--- config.mk ---
export PLATFORM = sky130hd
export DESIGN_NAME = twi_slave
export DESIGN_NICKNAME = d
export VERILOG_FILES = /design/src/rtl/twi_pkg.sv /design/src/rtl/twi_line_filter.sv /design/src/rtl/twi_slave.sv
export SDC_FILE = /design/constraint.sdc
export NUM_CORES = 1
export LEC_CHECK = 0
export CORE_MARGIN = 2
export CORE_UTILIZATION = 55
export DETAILED_ROUTE_END_ITERATION = 10
export GPL_TIMING_DRIVEN = 0
export PLACE_DENSITY = 0.77
export REMOVE_ABC_BUFFERS = 1
export SYNTH_ARGS = -nofsm -noshare
export SYNTH_HDL_FRONTEND = slang
export SYNTH_SLANG_ARGS = --single-unit
--- constraint.sdc ---
create_clock -name i_system_clk -period 2.16 [get_ports i_system_clk]
set_input_delay 0.432 -clock i_system_clk [delete_from_list [all_inputs] [get_ports i_system_clk]]
set_output_delay 0.432 -clock i_system_clk [all_outputs]
set_load 0.01 [all_outputs]
--- src/rtl/twi_pkg.sv ---
// Shared types and constants for the TWI responder: FSM state encoding, ACK/NACK levels, byte width.
package twi_pkg;
  typedef enum logic [3:0] {
    ST_IDLE,
    ST_ADDR,
    ST_ADDR_ACK,
    ST_PTR,
    ST_PTR_ACK,
    ST_WRITE,
    ST_WRITE_ACK,
    ST_READ,
    ST_MACK
  } twi_state_e;

  localparam logic ACK    = 1'b0;
  localparam logic NACK   = 1'b1;
  localparam int   BYTE_W = 8;
endpackage

--- src/rtl/twi_line_filter.sv ---
// 2-FF synchronizer plus run-length filter for one TWI line; level changes after FILTER_LEN equal samples.
// Latency 2 + FILTER_LEN cycles; rise_o/fall_o pulse in the cycle the new level appears on level_o.
module twi_line_filter #(
  parameter int FILTER_LEN = 3
) (
  input  logic clk_i,
  input  logic rst_i,
  input  logic line_i,
  output logic level_o,
  output logic rise_o,
  output logic fall_o
);
  logic       meta_q, sync_q, filt_q, rise_q, fall_q;
  logic [3:0] run_q;
  logic       flip;

  // run_q counts consecutive samples that disagree with the filtered level
  assign flip = (sync_q != filt_q) && (run_q == 4'(FILTER_LEN - 1));

  always_ff @(posedge clk_i) begin
    if (rst_i) begin
      meta_q <= 1'b1;
      sync_q <= 1'b1;
      filt_q <= 1'b1;
      run_q  <= '0;
      rise_q <= 1'b0;
      fall_q <= 1'b0;
    end else begin
      meta_q <= line_i;
      sync_q <= meta_q;
      rise_q <= flip & sync_q;
      fall_q <= flip & ~sync_q;
      if (flip) begin
        filt_q <= sync_q;
        run_q  <= '0;
      end else if (sync_q != filt_q) begin
        run_q <= run_q + 4'd1;
      end else begin
        run_q <= '0;
      end
    end
  end

  assign level_o = filt_q;
  assign rise_o  = rise_q;
  assign fall_o  = fall_q;
endmodule

--- src/rtl/twi_slave.sv ---
// TWI responder giving a bus master byte access to a 256-entry register space via a simple strobe bus.
// SDA updates the cycle after a filtered SCL fall; no clock stretching, so read data must return 1 cycle after o_reg_re.
module twi_slave
  import twi_pkg::*;
#(
  parameter logic [6:0] SLAVE_ADDR = 7'h50,
  parameter int         FILTER_LEN = 3
) (
  input  logic       i_system_clk,
  input  logic       i_system_rst,
  input  logic       i_twi_scl,
  input  logic       i_twi_sda,
  output logic       o_twi_sda,
  output logic [7:0] o_reg_addr,
  output logic [7:0] o_reg_wdata,
  output logic       o_reg_we,
  output logic       o_reg_re,
  input  logic [7:0] i_reg_rdata,
  output logic       o_busy
);
  logic scl_lvl, scl_rise, scl_fall;
  logic sda_lvl, sda_rise, sda_fall;
  logic start_det, stop_det;

  twi_line_filter #(.FILTER_LEN(FILTER_LEN)) u_scl_filt (
    .clk_i(i_system_clk), .rst_i(i_system_rst), .line_i(i_twi_scl),
    .level_o(scl_lvl), .rise_o(scl_rise), .fall_o(scl_fall)
  );

  twi_line_filter #(.FILTER_LEN(FILTER_LEN)) u_sda_filt (
    .clk_i(i_system_clk), .rst_i(i_system_rst), .line_i(i_twi_sda),
    .level_o(sda_lvl), .rise_o(sda_rise), .fall_o(sda_fall)
  );

  assign start_det = sda_fall & scl_lvl;
  assign stop_det  = sda_rise & scl_lvl;

  twi_state_e        state_q, state_d;
  logic [3:0]        bit_cnt_q, bit_cnt_d;
  logic [BYTE_W-1:0] shift_q, shift_d;
  logic              rw_q, rw_d;
  logic              sda_q, sda_d;
  logic [7:0]        addr_q, addr_d;
  logic [7:0]        wdata_q, wdata_d;
  logic              we_q, we_d;
  logic              re_q, re_d;
  logic              ld_q, ld_d;
  logic              busy_q, busy_d;
  logic [BYTE_W-1:0] byte_in, shift_out;

  assign byte_in   = {shift_q[BYTE_W-2:0], sda_lvl};
  assign shift_out = {shift_q[BYTE_W-2:0], 1'b0};

  always_ff @(posedge i_system_clk) begin
    if (i_system_rst) begin
      state_q   <= ST_IDLE;
      bit_cnt_q <= '0;
      shift_q   <= '0;
      rw_q      <= 1'b0;
      sda_q     <= 1'b1;
      addr_q    <= '0;
      wdata_q   <= '0;
      we_q      <= 1'b0;
      re_q      <= 1'b0;
      ld_q      <= 1'b0;
      busy_q    <= 1'b0;
    end else begin
      state_q   <= state_d;
      bit_cnt_q <= bit_cnt_d;
      shift_q   <= shift_d;
      rw_q      <= rw_d;
      sda_q     <= sda_d;
      addr_q    <= addr_d;
      wdata_q   <= wdata_d;
      we_q      <= we_d;
      re_q      <= re_d;
      ld_q      <= ld_d;
      busy_q    <= busy_d;
    end
  end

  always_comb begin
    state_d   = state_q;
    bit_cnt_d = bit_cnt_q;
    shift_d   = shift_q;
    rw_d      = rw_q;
    sda_d     = sda_q;
    addr_d    = addr_q;
    wdata_d   = wdata_q;
    we_d      = 1'b0;
    re_d      = 1'b0;
    ld_d      = re_q;
    busy_d    = busy_q;

    // Pointer advances the cycle after a write strobe so the strobe carries the old address
    if (we_q) addr_d = addr_q + 8'd1;
    if (ld_q) shift_d = i_reg_rdata;

    if (start_det) begin
      state_d   = ST_ADDR;
      bit_cnt_d = '0;
      sda_d     = NACK;
      busy_d    = 1'b1;
    end else if (stop_det) begin
      state_d   = ST_IDLE;
      bit_cnt_d = '0;
      sda_d     = NACK;
      busy_d    = 1'b0;
    end else begin
      case (state_q)
        ST_ADDR, ST_PTR, ST_WRITE: begin
          if (scl_rise) begin
            shift_d   = byte_in;
            bit_cnt_d = bit_cnt_q + 4'd1;
            if (bit_cnt_q == 4'(BYTE_W - 1)) begin
              bit_cnt_d = '0;
              if (state_q == ST_ADDR) begin
                if (byte_in[7:1] == SLAVE_ADDR) begin
                  state_d = ST_ADDR_ACK;
                  rw_d    = sda_lvl;
                end else begin
                  state_d = ST_IDLE;
                end
              end else if (state_q == ST_PTR) begin
                state_d = ST_PTR_ACK;
              end else begin
                state_d = ST_WRITE_ACK;
              end
            end
          end
        end

        // bit_cnt 0: waiting to drive ACK; 1: ACK on the bus, next fall ends the bit
        ST_ADDR_ACK, ST_PTR_ACK, ST_WRITE_ACK: begin
          if (scl_fall) begin
            if (bit_cnt_q == 4'd0) begin
              sda_d     = ACK;
              bit_cnt_d = 4'd1;
            end else begin
              sda_d     = NACK;
              bit_cnt_d = '0;
              if (state_q == ST_ADDR_ACK) begin
                if (rw_q) begin
                  state_d   = ST_READ;
                  sda_d     = shift_q[BYTE_W-1];
                  shift_d   = shift_out;
                  bit_cnt_d = 4'd1;
                end else begin
                  state_d = ST_PTR;
                end
              end else if (state_q == ST_PTR_ACK) begin
                addr_d  = shift_q;
                state_d = ST_WRITE;
              end else begin
                wdata_d = shift_q;
                we_d    = 1'b1;
                state_d = ST_WRITE;
              end
            end
          end else if (scl_rise && state_q == ST_ADDR_ACK && rw_q && bit_cnt_q == 4'd1) begin
            // Fetch during the ACK high phase so the MSB is ready for the closing fall
            re_d = 1'b1;
          end
        end

        ST_READ: begin
          if (scl_fall) begin
            if (bit_cnt_q == 4'(BYTE_W)) begin
              sda_d     = NACK;
              bit_cnt_d = '0;
              state_d   = ST_MACK;
            end else begin
              sda_d     = shift_q[BYTE_W-1];
              shift_d   = shift_out;
              bit_cnt_d = bit_cnt_q + 4'd1;
            end
          end
        end

        ST_MACK: begin
          if (scl_rise && bit_cnt_q == 4'd0) begin
            if (sda_lvl == ACK) begin
              addr_d    = addr_q + 8'd1;
              re_d      = 1'b1;
              bit_cnt_d = 4'd1;
            end else begin
              state_d = ST_IDLE;
            end
          end else if (scl_fall && bit_cnt_q == 4'd1) begin
            state_d   = ST_READ;
            sda_d     = shift_q[BYTE_W-1];
            shift_d   = shift_out;
            bit_cnt_d = 4'd1;
          end
        end

        default: ;
      endcase
    end
  end

  assign o_twi_sda   = sda_q;
  assign o_reg_addr  = addr_q;
  assign o_reg_wdata = wdata_q;
  assign o_reg_we    = we_q;
  assign o_reg_re    = re_q;
  assign o_busy      = busy_q;
endmodule

==> results of run 1 <==
area by class of cell:
type                       count  area (µm²)
multi-input combinational    284        1920
fill                         508        1920
sequential                    56        1130
timing repair buffer          34         347
tap                           72        90.1
clock buffer                   6        72.6
inverter                       9        33.8
clock inverter                 2        13.8
state kept, by name, summed over array words and instances, names as in the netlist:
register            cells
u_scl_filt.meta_q       1
o_reg_re                1
o_reg_addr              8
u_scl_filt.sync_q       1
shift_q                 8
o_reg_wdata             8
u_scl_filt.run_q        4
rw_q                    1
u_sda_filt.fall_o       1
u_sda_filt.run_q        4
state_q                 4
u_scl_filt.fall_o       1
u_scl_filt.level_o      1
ld_q                    1
u_sda_filt.rise_o       1
u_sda_filt.meta_q       1
bit_cnt_q               4
o_twi_sda               1
o_reg_we                1
u_sda_filt.level_o      1
o_busy                  1
u_sda_filt.sync_q       1
u_scl_filt.rise_o       1
through the flow:
stage	setup TNS, ns	cell area (µm²)
after floorplan	-0.00289	3040
after global placement	-13.10	3440
after detailed placement	-14.81	3440
after CTS	0	3590
after global routing	0	3620
final	0	3620
worst register-to-register path, delay by kind of cell (launching register included):
family                 cells  cell delay (ns)
DFF                        1             0.42
and+or+nand+nor            2             0.69
buffers and inverters      1             0.17
AOI/OAI and AO/OA          3             0.67
cell usage after synthesis, types with 3 or more instances:
cell type / number / share of area (%)
ha_1: 8 / 3.2
a221oi_1: 7 / 1.9
nor4_1: 4 / 0.79
or3b_2: 3 / 0.83
a21oi_1: 19 / 3.0
or3_1: 3 / 0.59
o211ai_1: 3 / 0.71
buf_6: 3 / 1.1
mux2i_1: 15 / 4.7
a22o_1: 3 / 0.83
a21o_1: 4 / 0.95
o32ai_1: 4 / 1.1
nor4b_1: 5 / 1.4
and2_1: 5 / 0.99
nor3_1: 13 / 2.1
nor2b_1: 8 / 1.6
inv_1: 9 / 1.1
a211o_1: 3 / 0.83
buf_2: 6 / 0.95
clkbuf_1: 13 / 1.5
nor3b_1: 3 / 0.71
nand4_1: 7 / 1.4
or2_2: 4 / 0.79
o21ai_0: 14 / 2.2
nand2_1: 29 / 3.4
a31oi_1: 4 / 0.79
nand3b_1: 4 / 0.95
nor2_1: 36 / 4.3
dfxtp_1: 56 / 35
xnor2_1: 11 / 3.0
xor2_1: 6 / 1.7
nand3_1: 18 / 2.8
logic make-up (layout without fill, tap and decap cells):
group,after synthesis,count (layout)
and+or+nand+nor,156,156
AOI/OAI and AO/OA,88,88
DFF,56,56
buffers and inverters,33,51
xor gates and xnor gates,17,17
muxes,15,15
adders and majority gates,8,8
placed cells by master, fill, tap and decap left out, types with 4 or more instances in the layout:
master	n
dfxtp_1	51
nor2_1	36
clkdlybuf4s50_1	30
nand2_1	29
a21oi_1	19
nand3_1	17
mux2i_1	15
o21ai_0	14
nor3_1	13
xnor2_1	11
inv_1	9
nor2b_1	8
nand4_1	7
a221oi_1	7
ha_1	7
xor2_1	6
and2_1	5
nor4b_1	5
clkbuf_8	5
a31oi_1	4
o32ai_1	4
a21o_1	4
nand3b_1	4
or2_2	4
nor4_1	4
metal layers:
layer / GRT usage, % / vias to the layer above / wire, µm
met5: 0 / - / 0
met1: 35.2 / 1361 / 3550
met3: 3.85 / 18 / 417
li1: - / 1401 / -
met2: 39.4 / 109 / 3510
met4: 7.12 / 0 / 153
worst max-delay path by stage:
stage / end / cells after the start / from
floorplan: state_q[3]$_SDFFE_PP0P_ / 5 / state_q[3]$_SDFFE_PP0P_
global placement: o_reg_addr[7]$_SDFF_PP0_ / 5 / i_system_rst
detailed placement: o_reg_addr[7]$_SDFF_PP0_ / 5 / i_system_rst
CTS: shift_q[1]$_SDFF_PP0_ / 7 / bit_cnt_q[0]$_SDFFE_PP0P_
global route: shift_q[6]$_SDFF_PP0_ / 6 / state_q[0]$_SDFFE_PP0P_
finish: shift_q[5]$_SDFF_PP0_ / 6 / state_q[0]$_SDFFE_PP0P_
where the power goes:
group	internal [µW]	leakage, µW	total [µW]	switching, µW
clock	232	0.0000456	577	344
combinational	26.1	0.000832	51.4	25.3
sequential	1030	0.000456	1040	3.68
timing repair:
item	4_1_cts	5_1_grt
endpoints found under the hold margin	0	0
pin swaps	0	2
setup endpoints to repair	33	16
buffers inserted	2	1
gates resized for setup	9	10
==> results.cfg, run 1 <==
[worst_setup_path]
cp.arrival_ns = 2.25
rr_worst_depth = 6
crit_fanout = 13
critPathLaunchType = flop
critPathBufInv = 1
crit_path_cell_trace = or4b_4, a21oi_2, a221oi_4, buf_4, a221oi_1, nor3_1
worstSetupEndpointType = flop
reg2reg_to = shift_q[5]$_SDFF_PP0_
crit_required_ns = 2.33
path_delay_family = simple AND/OR/NAND/NOR gates
cp_slowest_cell = or4b_4
crit_path_max_incr_delay_ns = 0.61
crit_type = reg2reg
worstReg2RegStart = state_q[0]$_SDFFE_PP0P_
reg2reg_slack_ns = 0.08

[logic_synthesis]
synthXorXnorAreaFrac_pct = 4.70
muxShareOfSynthArea_pct = 4.74
synth_adder_area_share_pct = 3.16
syn_inst = 373
yosys_register_bits = 56
synth-compound-area-share_pct = 19.8
avgSynthCellArea_um2 = 8.49
ys_types = 65
synth_top_family_by_area = simple AND/OR/NAND/NOR gates
synthSimpleGateAreaFrac_pct = 27.2
ys_seq_area_share_pct = 35.4
async_reset_ff_share_pct = 0
yosys_warnings = 0
ys.flop_type = dfxtp_1
synth_edf_count = 0
syn_area_um2 = 3170

[pwr]
power_leakage_uw = 0.00133
ir_worst_vdd_mv = 0.413
totalPowerFinal_uw = 1660
p_per_area_nw_per_um2 = 460

[timing]
fin_skew_ns = 0.00875
fin_crit_sh_pct = 96.2
relSlewSlack_pct = 48.7
fmax_mhz = 481
layout_setup_ws_ns = 0.0812
setup-violations-final = 0
drv_slew = 0
finalHoldViolations = 0
rsz0062_at_grt = no
worst_slew_pin_slew_ns = 0.770
layout_min_cycle_time_ns = 2.08
hold_slack_ns = 0.417

[cts]
clk_pin_slew_ns = 0.10
ctsRootBufferMaster = clkbuf_8
cts_sinks = 56
cts_tree = done
cts_hold_buf = 0
cts_buffer_depth = 2
insertion_delay_ns = 0.31
htree_levels = 2
numCtsBuffers = 5

[die]
die_area_um2 = 6380
core-area_um2 = 5540
die_w_um = 79.9
fp-row-count = 27
die_y_um = 79.9
initial_core_util_pct = 57.2
ioPinCount = 32

[detailed_routing]
viasPerCell = 6.24
routed_wl_um = 7630
post_drt_wl_per_cell_um = 16.5
drt-pass1-iter-count = 5
drt_iter0_drc = 327
dr_total_vias = 2889
drc = 0
detail-route-antenna-nets = 0

[cells_and_area]
nets = 410
diodes = 0
final_util_pct = 65.3
layoutNonFillerInstCount = 463
syn_to_final_growth_pct = 14.2
drive_gt1_share_pct = 9.46

[placed_design]
gp_congestion = 0.937
numPortBuffers = 31
dp_slack_ns = -0.767
placed_cells = 452
hpwl_um = 5380

[min_path]
hold_path_depth = 1
min-delay-start = u_scl_filt.meta_q$_SDFF_PP1_
holdPathEnd = u_scl_filt.sync_q$_SDFF_PP1_
min-delay-path-class = reg2reg

[global_route]
grt_pass1_vias = 2543
overflow = 0
grt_max_degree = 40
grt_pass1_wl_um = 12600
antenna_found_initial = 0
grt_use_total_pct = 25.0

[run]
max-cap-violations = 0

[outcome]
status = finished, final reports clean
(Power assumes the default switching activity.)
==> inputs of run 2 (changes only) <==
- CORE_MARGIN: 2 -> unset
==> run 2 against run 1 <==
Register-to-register slack gained 0.02 ns; count of clock-buffer cells in the layout is the same; first-iteration DRC count is 23% lower; clock power grew 21%; design area up 1.3%; maximum frequency is 0.80% higher; non-clock buffer count stayed put; largest cell class unchanged; largest power group unchanged.
==> results.cfg, run 2 (synthesis results as in run 1) <==
[die]
initial_core_util_pct = 57.2
die_y_um = 77.9
die_area_um2 = 6070
die_w_um = 77.9
core-area_um2 = 5540
ioPinCount = 32
fp-row-count = 27

[run]
max-cap-violations = 0

[cells_and_area]
nets = 410
syn_to_final_growth_pct = 15.7
final_cell_mix = dfxtp_1 (50), nor2_1 (36), clkdlybuf4s50_1 (30), nand2_1 (29), a21oi_1 (19)
diodes = 0
layoutNonFillerInstCount = 463
drive_gt1_share_pct = 10.7
n_fill_cell = 484
final_common_cell = dfxtp_1

[cts]
htree_levels = 2
clk_pin_slew_ns = 0.10
cts_buffer_depth = 2
cts_tree = done
cts_sinks = 56
cts_hold_buf = 0
insertion_delay_ns = 0.31
ctsRootBufferMaster = clkbuf_8
numCtsBuffers = 5

[timing]
drv_slew = 0
layout_setup_ws_ns = 0.0978
fmax_mhz = 485
setup-violations-final = 0
rsz0062_at_grt = no
relSlewSlack_pct = 48.6
layout_min_cycle_time_ns = 2.06
fin_skew_ns = 0.00548
finalHoldViolations = 0
worst_slew_pin_slew_ns = 0.772
fin_crit_sh_pct = 95.5
hold_slack_ns = 0.425

[worst_setup_path]
reg2reg_to = shift_q[2]$_SDFF_PP0_
cp_slowest_cell = or3b_4
crit_fanout = 5
crit_path_cell_trace = inv_1, ha_2, or3b_4, nand4_1, a221oi_4, buf_6, a221oi_1, nor3_1
worstSetupEndpointType = flop
cp.arrival_ns = 2.23
critPathLaunchType = flop
rr_worst_depth = 8
crit_type = reg2reg
crit_path_max_incr_delay_ns = 0.42
reg2reg_slack_ns = 0.1
worstReg2RegStart = bit_cnt_q[0]$_SDFFE_PP0P_
crit_required_ns = 2.33

[detailed_routing]
post_drt_wl_per_cell_um = 16.2
detail-route-antenna-nets = 0
drt-pass1-iter-count = 5
dr_total_vias = 2844
viasPerCell = 6.14
drc = 0
routed_wl_um = 7520
drt_iter0_drc = 253

[min_path]
min-delay-path-class = reg2reg
hold_path_depth = 1
min-delay-start = u_scl_filt.meta_q$_SDFF_PP1_
holdPathEnd = u_scl_filt.sync_q$_SDFF_PP1_

[global_route]
overflow = 0
grt_use_total_pct = 26.0
antenna_found_initial = 0
grt_pass1_vias = 2684
grt_pass1_wl_um = 12600
grt_max_degree = 40

[pwr]
totalPowerFinal_uw = 1790
intPower_uw = 1410
ir_worst_vdd_mv = 0.518
p_comb_share_pct = 2.9
p_sw_uw = 380
power_leakage_uw = 0.00134
seq_power_share_pct = 57.9
clockPowerShare_pct = 39.2
switching_share_pct = 21.3
p_per_area_nw_per_um2 = 488

[placed_design]
placed_cells = 452
hpwl_um = 5220
gp_congestion = 0.933
numPortBuffers = 31
dp_slack_ns = -0.769

[outcome]
status = finished, final reports clean
==> run 2: changes by cell type in the layout (fill, tap and decap cells not counted), sizes merged <==
cell and change:
clkinv -1, bufinv +1
==> run 2: layout make-up <==
cell class	instances	area (µm²)	share of cell area, %
repair buffers	34	338	9.22
flip-flops and latches	56	1140	31.1
well taps	72	90.1	2.46
clock buffers	6	72.6	1.98
inverters	9	33.8	0.922
multi-input cells	284	1950	53.3
clock inverters	2	38.8	1.06
==> run 2: what timing repair did <==
action	in CTS	in global routing
buffers inserted	1	2
resized for setup	10	17
endpoints found under the setup margin	34	25
pin swaps	1	6
==> run 2: stage by stage <==
step                      setup TNS, ns  instance area, µm²  utilization (%)
after floorplan                -0.00289                3040                -
after global placement           -14.57                3440             62.2
after detailed placement         -15.16                3440             62.2
after CTS                             0                3590             64.9
after global routing                  0                3660             66.1
final                                 0                3660             66.1
==> run 2: power groups by stage <==
stage | sequential [µW] | combinational, µW | clock [µW]
floorplan | 1060 | 16.8 | 0
global placement | 1060 | 52.5 | 0
detailed placement | 1060 | 52.1 | 0
CTS | 1040 | 51.9 | 723
global route | 1040 | 57.0 | 760
finish | 1040 | 52.3 | 701
==> run 2: critical path: cells and delay by family, from the launching register on <==
kind	cells	cell delay, ns
fa+ha+maj	1	0.22
buf+inv	2	0.26
simple gates	3	0.68
compound gates	2	0.38
flops	1	0.37
==> run 2: how the worst max path moves through the flow <==
stage                     cells after the start                  endpoint                 startpoint  slack (ns)
after global routing                          7   state_q[3]$_SDFFE_PP0P_  bit_cnt_q[0]$_SDFFE_PP0P_       0.005
after global placement                        5  o_reg_addr[7]$_SDFF_PP0_               i_system_rst       -0.76
after floorplan                               5   state_q[3]$_SDFFE_PP0P_    state_q[3]$_SDFFE_PP0P_      -0.003
after CTS                                     5   state_q[3]$_SDFFE_PP0P_    state_q[2]$_SDFFE_PP0P_       0.008
after detailed placement                      5  o_reg_addr[7]$_SDFF_PP0_               i_system_rst       -0.77
final                                         8     shift_q[2]$_SDFF_PP0_  bit_cnt_q[0]$_SDFFE_PP0P_         0.1
==> run 2: per-layer routing <==
metal | wire length [µm] | vias up | track usage, %
met5 | 0 | - | 0
met4 | 135 | 0 | 7.92
met3 | 393 | 14 | 5.65
met2 | 3470 | 89 | 42.2
met1 | 3520 | 1341 | 34.4
li1 | - | 1400 | -
